### src/rtl/sprite_table_writer_if.sv
// Avalon-MM slave bus bundle for sprite_table_writer.
//   chipselect/read/write : transfer qualifiers from the CPU side
//   address[4:0]          : word address
//   writedata[31:0]       : write payload
//   readdata[31:0]        : registered read data, one cycle after read
//   waitrequest           : stalls shadow writes while the table is being copied
interface sprite_table_writer_if;
  logic        chipselect;
  logic        read;
  logic        write;
  logic [4:0]  address;
  logic [31:0] writedata;
  logic [31:0] readdata;
  logic        waitrequest;

  modport master (
    output chipselect, read, write, address, writedata,
    input  readdata, waitrequest
  );

  modport slave (
    input  chipselect, read, write, address, writedata,
    output readdata, waitrequest
  );
endinterface

### src/rtl/sprite_table_writer.sv
// Double-buffered sprite descriptor table behind an Avalon-MM slave.
// The CPU edits a shadow table; a commit request is applied at the next
// vertical blank by copying shadow -> active one entry per cycle, after which
// a level interrupt is raised. The active table feeds the line renderer.
//   clk, reset  : system clock, synchronous active-high reset
//   bus         : Avalon-MM slave (sprite_table_writer_if.slave)
//   irq         : commit-done interrupt, cleared by CTRL bit1
//   VGA_VCOUNT  : current scan line
//   sprite_out  : active table, entry i at [24*i+23:24*i]
// Address map: 0..N-1 shadow (RW), 15 CTRL/STATUS, 16..16+N-1 active (RO).
module sprite_table_writer #(
  parameter int NUM_SPRITES = 3,
  parameter int VBLANK_LINE = 480
) (
  input  logic                     clk,
  input  logic                     reset,
  sprite_table_writer_if.slave     bus,
  output logic                     irq,
  input  logic [9:0]               VGA_VCOUNT,
  output logic [NUM_SPRITES*24-1:0] sprite_out
);
  localparam int         IDX_W     = (NUM_SPRITES > 1) ? $clog2(NUM_SPRITES) : 1;
  localparam logic [4:0] CTRL_ADDR = 5'd15;
  localparam logic [4:0] ACT_BASE  = 5'd16;

  localparam logic [1:0] S_IDLE    = 2'd0;
  localparam logic [1:0] S_PENDING = 2'd1;
  localparam logic [1:0] S_COPY    = 2'd2;

  logic [1:0]                   state;
  logic [IDX_W-1:0]             copy_idx;
  logic                         repend;
  logic [9:0]                   vcount_prev;
  logic [15:0]                  frame_count;
  logic [NUM_SPRITES-1:0][23:0] shadow;
  logic [NUM_SPRITES-1:0][23:0] active;

  logic                   wr_req, rd_req, ctrl_wr, commit_req, irq_clr;
  logic                   vblank_start, copying, last_step, shadow_wr;
  logic [NUM_SPRITES-1:0] sh_sel;
  logic [31:0]            status, rd_mux;
  logic                   unused_wd;

  // A read together with a write is treated as a write only.
  assign wr_req     = bus.chipselect & bus.write;
  assign rd_req     = bus.chipselect & bus.read & ~bus.write;
  assign ctrl_wr    = wr_req & (bus.address == CTRL_ADDR);
  assign commit_req = ctrl_wr & bus.writedata[0];
  assign irq_clr    = ctrl_wr & bus.writedata[1];

  for (genvar i = 0; i < NUM_SPRITES; i++) begin : g_sel
    assign sh_sel[i] = (bus.address == 5'(i));
  end

  assign copying   = (state == S_COPY);
  assign last_step = copying && (copy_idx == IDX_W'(NUM_SPRITES - 1));

  // Shadow writes are held off while the copy reads the shadow table, so
  // the committed snapshot is exactly what existed at vblank.
  assign bus.waitrequest = wr_req & (|sh_sel) & copying;
  assign shadow_wr       = wr_req & ~copying;

  assign vblank_start = (vcount_prev != 10'(VBLANK_LINE)) &&
                        (VGA_VCOUNT == 10'(VBLANK_LINE));

  assign status = {frame_count, 13'd0, irq, copying, (state == S_PENDING)};

  // Upper descriptor bits are not stored.
  assign unused_wd = ^bus.writedata[31:24];

  always_ff @(posedge clk) begin
    if (reset) begin
      vcount_prev <= '0;
      frame_count <= '0;
    end else begin
      vcount_prev <= VGA_VCOUNT;
      if (vblank_start) frame_count <= frame_count + 16'd1;
    end
  end

  // Request accepted in IDLE only moves to PENDING, so a vblank in that
  // same cycle is missed and the commit waits a frame.
  always_ff @(posedge clk) begin
    if (reset) begin
      state    <= S_IDLE;
      copy_idx <= '0;
      repend   <= 1'b0;
    end else begin
      case (state)
        S_IDLE: if (commit_req) state <= S_PENDING;
        S_PENDING: if (vblank_start) begin
          state    <= S_COPY;
          copy_idx <= '0;
          repend   <= 1'b0;
        end
        S_COPY: begin
          if (commit_req) repend <= 1'b1;
          if (last_step) begin
            state    <= (repend | commit_req) ? S_PENDING : S_IDLE;
            repend   <= 1'b0;
            copy_idx <= '0;
          end else begin
            copy_idx <= copy_idx + 1'b1;
          end
        end
        default: state <= S_IDLE;
      endcase
    end
  end

  always_ff @(posedge clk) begin
    if (reset) begin
      shadow <= '0;
      active <= '0;
    end else begin
      for (int i = 0; i < NUM_SPRITES; i++) begin
        if (shadow_wr && sh_sel[i]) shadow[i] <= bus.writedata[23:0];
        if (copying && (copy_idx == IDX_W'(i))) active[i] <= shadow[i];
      end
    end
  end

  // Completion takes priority over a simultaneous clear.
  always_ff @(posedge clk) begin
    if (reset)          irq <= 1'b0;
    else if (last_step) irq <= 1'b1;
    else if (irq_clr)   irq <= 1'b0;
  end

  always_comb begin
    rd_mux = '0;
    if (bus.address == CTRL_ADDR) rd_mux = status;
    for (int i = 0; i < NUM_SPRITES; i++) begin
      if (bus.address == 5'(i))            rd_mux = {8'h00, shadow[i]};
      if (bus.address == ACT_BASE + 5'(i)) rd_mux = {8'h00, active[i]};
    end
  end

  always_ff @(posedge clk) begin
    if (reset)       bus.readdata <= '0;
    else if (rd_req) bus.readdata <= rd_mux;
  end

  assign sprite_out = active;
endmodule

### src/flat_wrapper.sv
// flat-port wrapper written by rule: the top's interface ports become plain ports
module sprite_table_writer_flat 
#(
  parameter int NUM_SPRITES = 3,
  parameter int VBLANK_LINE = 480
)
  (clk, reset, irq, VGA_VCOUNT, sprite_out, bus_chipselect, bus_read, bus_write, bus_address, bus_writedata, bus_readdata, bus_waitrequest);
  sprite_table_writer_if bus_i ();
  input  logic clk;
  input  logic reset;
  output logic irq;
  input  logic [9:0] VGA_VCOUNT;
  output logic [NUM_SPRITES*24-1:0] sprite_out;
  input wire logic [$bits(bus_i.chipselect)-1:0] bus_chipselect;
  input wire logic [$bits(bus_i.read)-1:0] bus_read;
  input wire logic [$bits(bus_i.write)-1:0] bus_write;
  input wire logic [$bits(bus_i.address)-1:0] bus_address;
  input wire logic [$bits(bus_i.writedata)-1:0] bus_writedata;
  output wire logic [$bits(bus_i.readdata)-1:0] bus_readdata;
  output wire logic [$bits(bus_i.waitrequest)-1:0] bus_waitrequest;
  assign bus_i.chipselect = bus_chipselect;
  assign bus_i.read = bus_read;
  assign bus_i.write = bus_write;
  assign bus_i.address = bus_address;
  assign bus_i.writedata = bus_writedata;
  assign bus_readdata = bus_i.readdata;
  assign bus_waitrequest = bus_i.waitrequest;
  sprite_table_writer #(.NUM_SPRITES(NUM_SPRITES), .VBLANK_LINE(VBLANK_LINE)) u_core (.clk(clk), .reset(reset), .bus(bus_i), .irq(irq), .VGA_VCOUNT(VGA_VCOUNT), .sprite_out(sprite_out));
endmodule
### config.mk
export PLATFORM = sky130hd
export DESIGN_NAME = sprite_table_writer_flat
export DESIGN_NICKNAME = d
export VERILOG_FILES = /design/src/rtl/sprite_table_writer_if.sv /design/src/rtl/sprite_table_writer.sv /design/src/flat_wrapper.sv
export SDC_FILE = /design/constraint.sdc
export NUM_CORES = 1
export LEC_CHECK = 0
export ABC_AREA = 1
export ABC_CLOCK_PERIOD_IN_PS = 2900
export CORE_ASPECT_RATIO = 1.1
export CORE_MARGIN = 2
export CORE_UTILIZATION = 25
export CTS_BUF_LIST = sky130_fd_sc_hd__clkbuf_8 sky130_fd_sc_hd__clkbuf_16
export DETAILED_ROUTE_END_ITERATION = 10
export SYNTH_ARGS = -nofsm -noshare
export SYNTH_HDL_FRONTEND = slang
export SYNTH_SLANG_ARGS = --single-unit
export TNS_END_PERCENT = 10
### constraint.sdc
create_clock -name clk -period 2.9 [get_ports clk]
set_clock_uncertainty 0.05 [all_clocks]
set_input_delay 0.58 -clock clk [delete_from_list [all_inputs] [get_ports clk]]
set_output_delay 0.58 -clock clk [all_outputs]
set_load 0.05 [all_outputs]
# After elaboration in Yosys (flattened, before gate mapping)
# Cells that the tools add are included.
[word_totals] n_memories=0 output_inout_bits=106 elab_cells=80 latch_bits=0 reg_bits=208 rom_bits=0 input_bits=52 ram_bits=0
[classes] n_addsub=2 order_cmp=0 eq_ne=16 muxes=21 multipliers=0 div=0 n_shift=0 bitwise=12 n_reduce_logical=16
[ops] cell="$mux 32" n=7
[ops] cell="$add 16x1->16 const B" n=1
[ops] cell="$eq 5x5->1 const B" n=3
[ops] cell="$eq 10x9->1 const B" n=1
[ops] cell="$mux 2" n=5
[ops] cell="$ne 10x9->1 const B" n=1
[ops] cell="$and 1x1->1" n=9
[ops] cell="$logic_and 1x1->1" n=7
[ops] cell="$mux 1" n=6
[ops] cell="$pmux 2 s3" n=1
[ops] cell="$reduce_and 3->1" n=2
[ops] cell="$eq 5x1->1 const B" n=1
[ops] cell="$eq 5x2->1 const B" n=1
[ops] cell="$eq 5x4->1 const B" n=1
[ops] cell="$logic_not 5->1" n=1
[ops] cell="$eq 2x1->1 const B" n=2
[ops] cell="$eq 2x2->1 const B" n=2
[ops] cell="$logic_not 2->1" n=2
[ops] cell="$ne 2x1->1 const B" n=2
[ops] cell="$pmux 2 s2" n=1
[ops] cell="$reduce_bool 2->1" n=2
[ops] cell="$ne 3x2->1 const B" n=1
[ops] cell="$reduce_or 3->1" n=1
[ops] cell="$add 2x1->2 const B" n=1
[ops] cell="other kinds (5)" n=6

# Longest topological paths before layout
[depth] depth_word=8 mapped_depth=11 ltp_nobuf=11

# Least setup slack after synthesis
# No wires, ideal clock.
[synth_timing] path_type="input-to-output" start="in bus_address[4]" end="out bus_waitrequest" path_buffers=2 path_stages=5 required_ns=2.270 t_arrival_ns=2.511 setup_slack_ns=-0.241 path_cell_list="buf_4 > inv_2 > nand3_2 > buf_2 > a311oi_1"
[synth_between] elab_chain_cells=4 elab_cells_between_ends=6 classes_between="eq/ne: 2; bitwise: 2; reduce/logical: 2"
[synth_lines] element="start: declaration" line_no="flat_wrapper.sv:17" text="input wire logic [$bits(bus_i.address)-1:0] bus_address;"
[synth_lines] element="$eq 5x1->1, or another cell as far along" line_no="sprite_table_writer.sv:52" text="assign sh_sel[i] = (bus.address == 5'(i));"
[synth_lines] element="$reduce_or 3->1 (*)" line_no="sprite_table_writer.sv:60" text="assign bus.waitrequest = wr_req & (|sh_sel) & copying;"
[synth_lines] element="$and 1x1->1 (*) (2 in series)" line_no="sprite_table_writer.sv:60"
[synth_lines] element="end: declaration" line_no="flat_wrapper.sv:20" text="output wire logic [$bits(bus_i.waitrequest)-1:0] bus_waitrequest;"
# Mark *: on every way between the ends. The rest lies on a longest branch, timed or not.

# Worst setup path after layout
[layout_timing] start="in bus_address[2]" end="out bus_waitrequest"
# The elaborated chain is that of the path after synthesis.

==> metrics <==
Hold WC Path Type=flop to flop; layout cells sized above 1=0.0685; WL per Instance=15.9 um; Tot GR Track Use=0.154; Top Family by Delay on Critical Path=buffers and inverters; Setup Buffers After CTS=0; Root Driver=clkbuf_16; Register Area=4160 um2; Post-Syn Instances=1238; syn nets=1296; CTS tree=built; reg2reg path depth=8; ys flop type=dfxtp_1; CTS Hold Bufs=0; drt drc=0; DP Wirelength=20700 um; RSZ-0062 raised after global routing=no; CP Buf/Inv Count=3; yosys warns=0; total chip power=6.30 mW; CTS Buf Count=24; max_cap viols=0; Slew HR=0.483; share of power burned in registers=0.464; CP Cell Sequence=clkdlybuf4s50_1 > nor2_8 > nand3_4 > nor2_4 > inv_1 > a311oi_2 > buf_12; maximum vdd ir drop=0.325 mV; slowest stage delay, CP=0.50 ns; internal power=4.80 mW; first-pass GRT wire length=44700 um; Post-DRT Antenna Nets=0; Seq/Total Area, Yosys=0.467; Hold Path Depth=2; Cell Pwr Density=540 nW/um2; clock sink count=208; post-DR vias/cell=4.58; Crit. path cell count=7; Pre-Repair DR Iteration Count=4; via count of the routed design=8386; mapped cell area=8920 um2; Critical Path Fanout Max=10; Final setup viols=0; die height=202 um; Yosys top cell by area=dfxtp_1; top post-synthesis cells by count=208 x dfxtp_1, 188 x nor2_1, 188 x o21ai_0, 183 x nand2_1, 143 x a21oi_1; Synth Register Bits=208; endpoint type of the worst setup path=output pin; H-tree depth=1; die area=37200 um2; status=finished, final reports clean; Distinct cells, synth=36; power share of the clock group=0.463; worst-margin pin slew=0.775 ns; Longest Clk Path Bufs=3; area of the multi-input gates=3930 um2; Final nets=1430; IO buf count=149; Net Switching=1.50 mW; Leak=4.37 nW; Post-CTS Resized=0; Die W=184 um; Fmax=356 MHz; Initial Util=0.254; number of flops mapped to enable cells by yosys=0; most numerous cell in the Yosys netlist=dfxtp_1; final hold viol count=0; Routed WL=29100 um; crit start category=input port; Clock transition at path regs=0.06 ns; Placer Congestion=0.806; clk_lat worst skew=0.52 ns; Area Growth Syn to Fin=30.8%; Final Cycle Share=0.968; post-layout util=0.332; GR Overflow Total=0; number of global-route vias before repair=7815; sw frac=0.238; ys async rst share=0; pin count of the biggest net entering global routing=152; max-slew violation count=0; proportion of netlist area held by the largest area contributor=0.467; IO Count=158; syn_area_per_cell=7.20 um2; top cells by area, synth=dfxtp_1 47%, o21ai_0 11%, a21oi_1 8.0%; Core Rows=72; DR iter-0 viols=585; core area=35100 um2; critical path type=input port to output pin; Gate power share=0.073; initial antenna violation count=2; Fillers=3719; worst path required time=2.27 ns; Arrival @ worst endpoint=2.18 ns; CP max-delay cell=clkdlybuf4s50_1; setup_tns=0 ns; fin crit period=2.81 ns
-- tightest hold or removal path, cell delays in order (launching register included) --
cell and delay (ns):
dfxtp_1 0.30, inv_1 0.06, a21oi_1 0.05
-- placed cells by master (no fill, tap or decap), types with 2 or more instances in the layout --
cell type / n
inv_1: 132
nand3_1: 39
nand3_2: 3
nor2_1: 187
nor2_4: 4
buf_4: 27
a21oi_1: 143
nor3_1: 4
nand2_2: 4
nand2_1: 183
a211oi_1: 2
clkdlybuf4s50_1: 147
nor2_2: 6
dfxtp_1: 208
clkbuf_8: 4
inv_2: 5
o21bai_1: 2
o21ai_1: 16
buf_12: 4
nand4_1: 20
clkbuf_16: 25
xnor2_1: 8
xor2_1: 4
o21ai_0: 188
ha_1: 6
clkinv_2: 2
-- metrics by stage --
stage / hold slack (ns) / std cells / cell area, um2 / worst slack (ns)
4_1_cts: 0.406 / 1831 / 11700 / 0.0291
2_1_floorplan: 0.377 / 1238 / 8920 / 0.246
6_report: 0.404 / 1832 / 11700 / 0.0916
5_1_grt: 0.436 / 1832 / 11700 / 0.0110
3_5_place_dp: 0.395 / 1790 / 10900 / 0.0303
3_3_place_gp: 0.388 / 1790 / 10900 / 0.0467
-- logic make-up (layout without fill, tap and decap cells) --
family                   after synthesis  after routing  share of synthesized area
AO/OA/AOI/OAI                        353            353                      0.200
AND/OR/NAND/NOR                      458            458                      0.217
buffers and inverters                201            350                     0.0958
adder cells (fa/ha/maj)                6              6                    0.00842
other                                  0              1                          0
XOR/XNOR                              12             12                     0.0118
flip-flops                           208            208                      0.467
-- power by group through the flow --
stage          Sequential [mW]  Clock (mW)  Combinational (mW)
2_1_floorplan             3.05           0               0.200
5_1_grt                   2.92        3.10               0.503
3_3_place_gp              2.98           0               0.457
3_5_place_dp              2.98           0               0.461
4_1_cts                   2.92        2.99               0.463
6_report                  2.92        2.92               0.460
-- per-layer routing --
layer,vias to the layer above,global-route usage,routed length (um)
li1,4280,-,-
met1,3824,0.200,13100
met2,229,0.249,13100
met3,53,0.0346,1940
met4,0,0.0574,1010
met5,-,0,0
-- path summary, 6_finish.rpt --
check	from	endpoint	slack (ns)
hold / removal	u_core.repend	u_core.repend	0.40
setup / recovery	bus_address[2]	bus_waitrequest	0.09
setup reg to reg	u_core.state[0]	u_core.shadow[27]	0.73
hold reg to reg	u_core.repend	u_core.repend	0.40
-- cell type report --
cell class	instances	share of cell area
Clock buffer	29	0.0584
Inverter	130	0.0421
Sequential cell	208	0.357
Tap cell	444	0.0476
Antenna cell	1	0.000215
Timing Repair Buffer	179	0.151
Clock inverter	12	0.00687
Multi-Input combinational cell	829	0.337
-- state kept, by name, summed over array words and instances, names as in the netlist --
register and count:
u_core.bus.readdata 32, u_core.copy_idx 2, u_core.frame_count 16, u_core.irq 1
u_core.repend 1, u_core.shadow 72, u_core.sprite_out 72, u_core.state 2
u_core.vcount_prev 10
(Power assumes the default switching activity.)
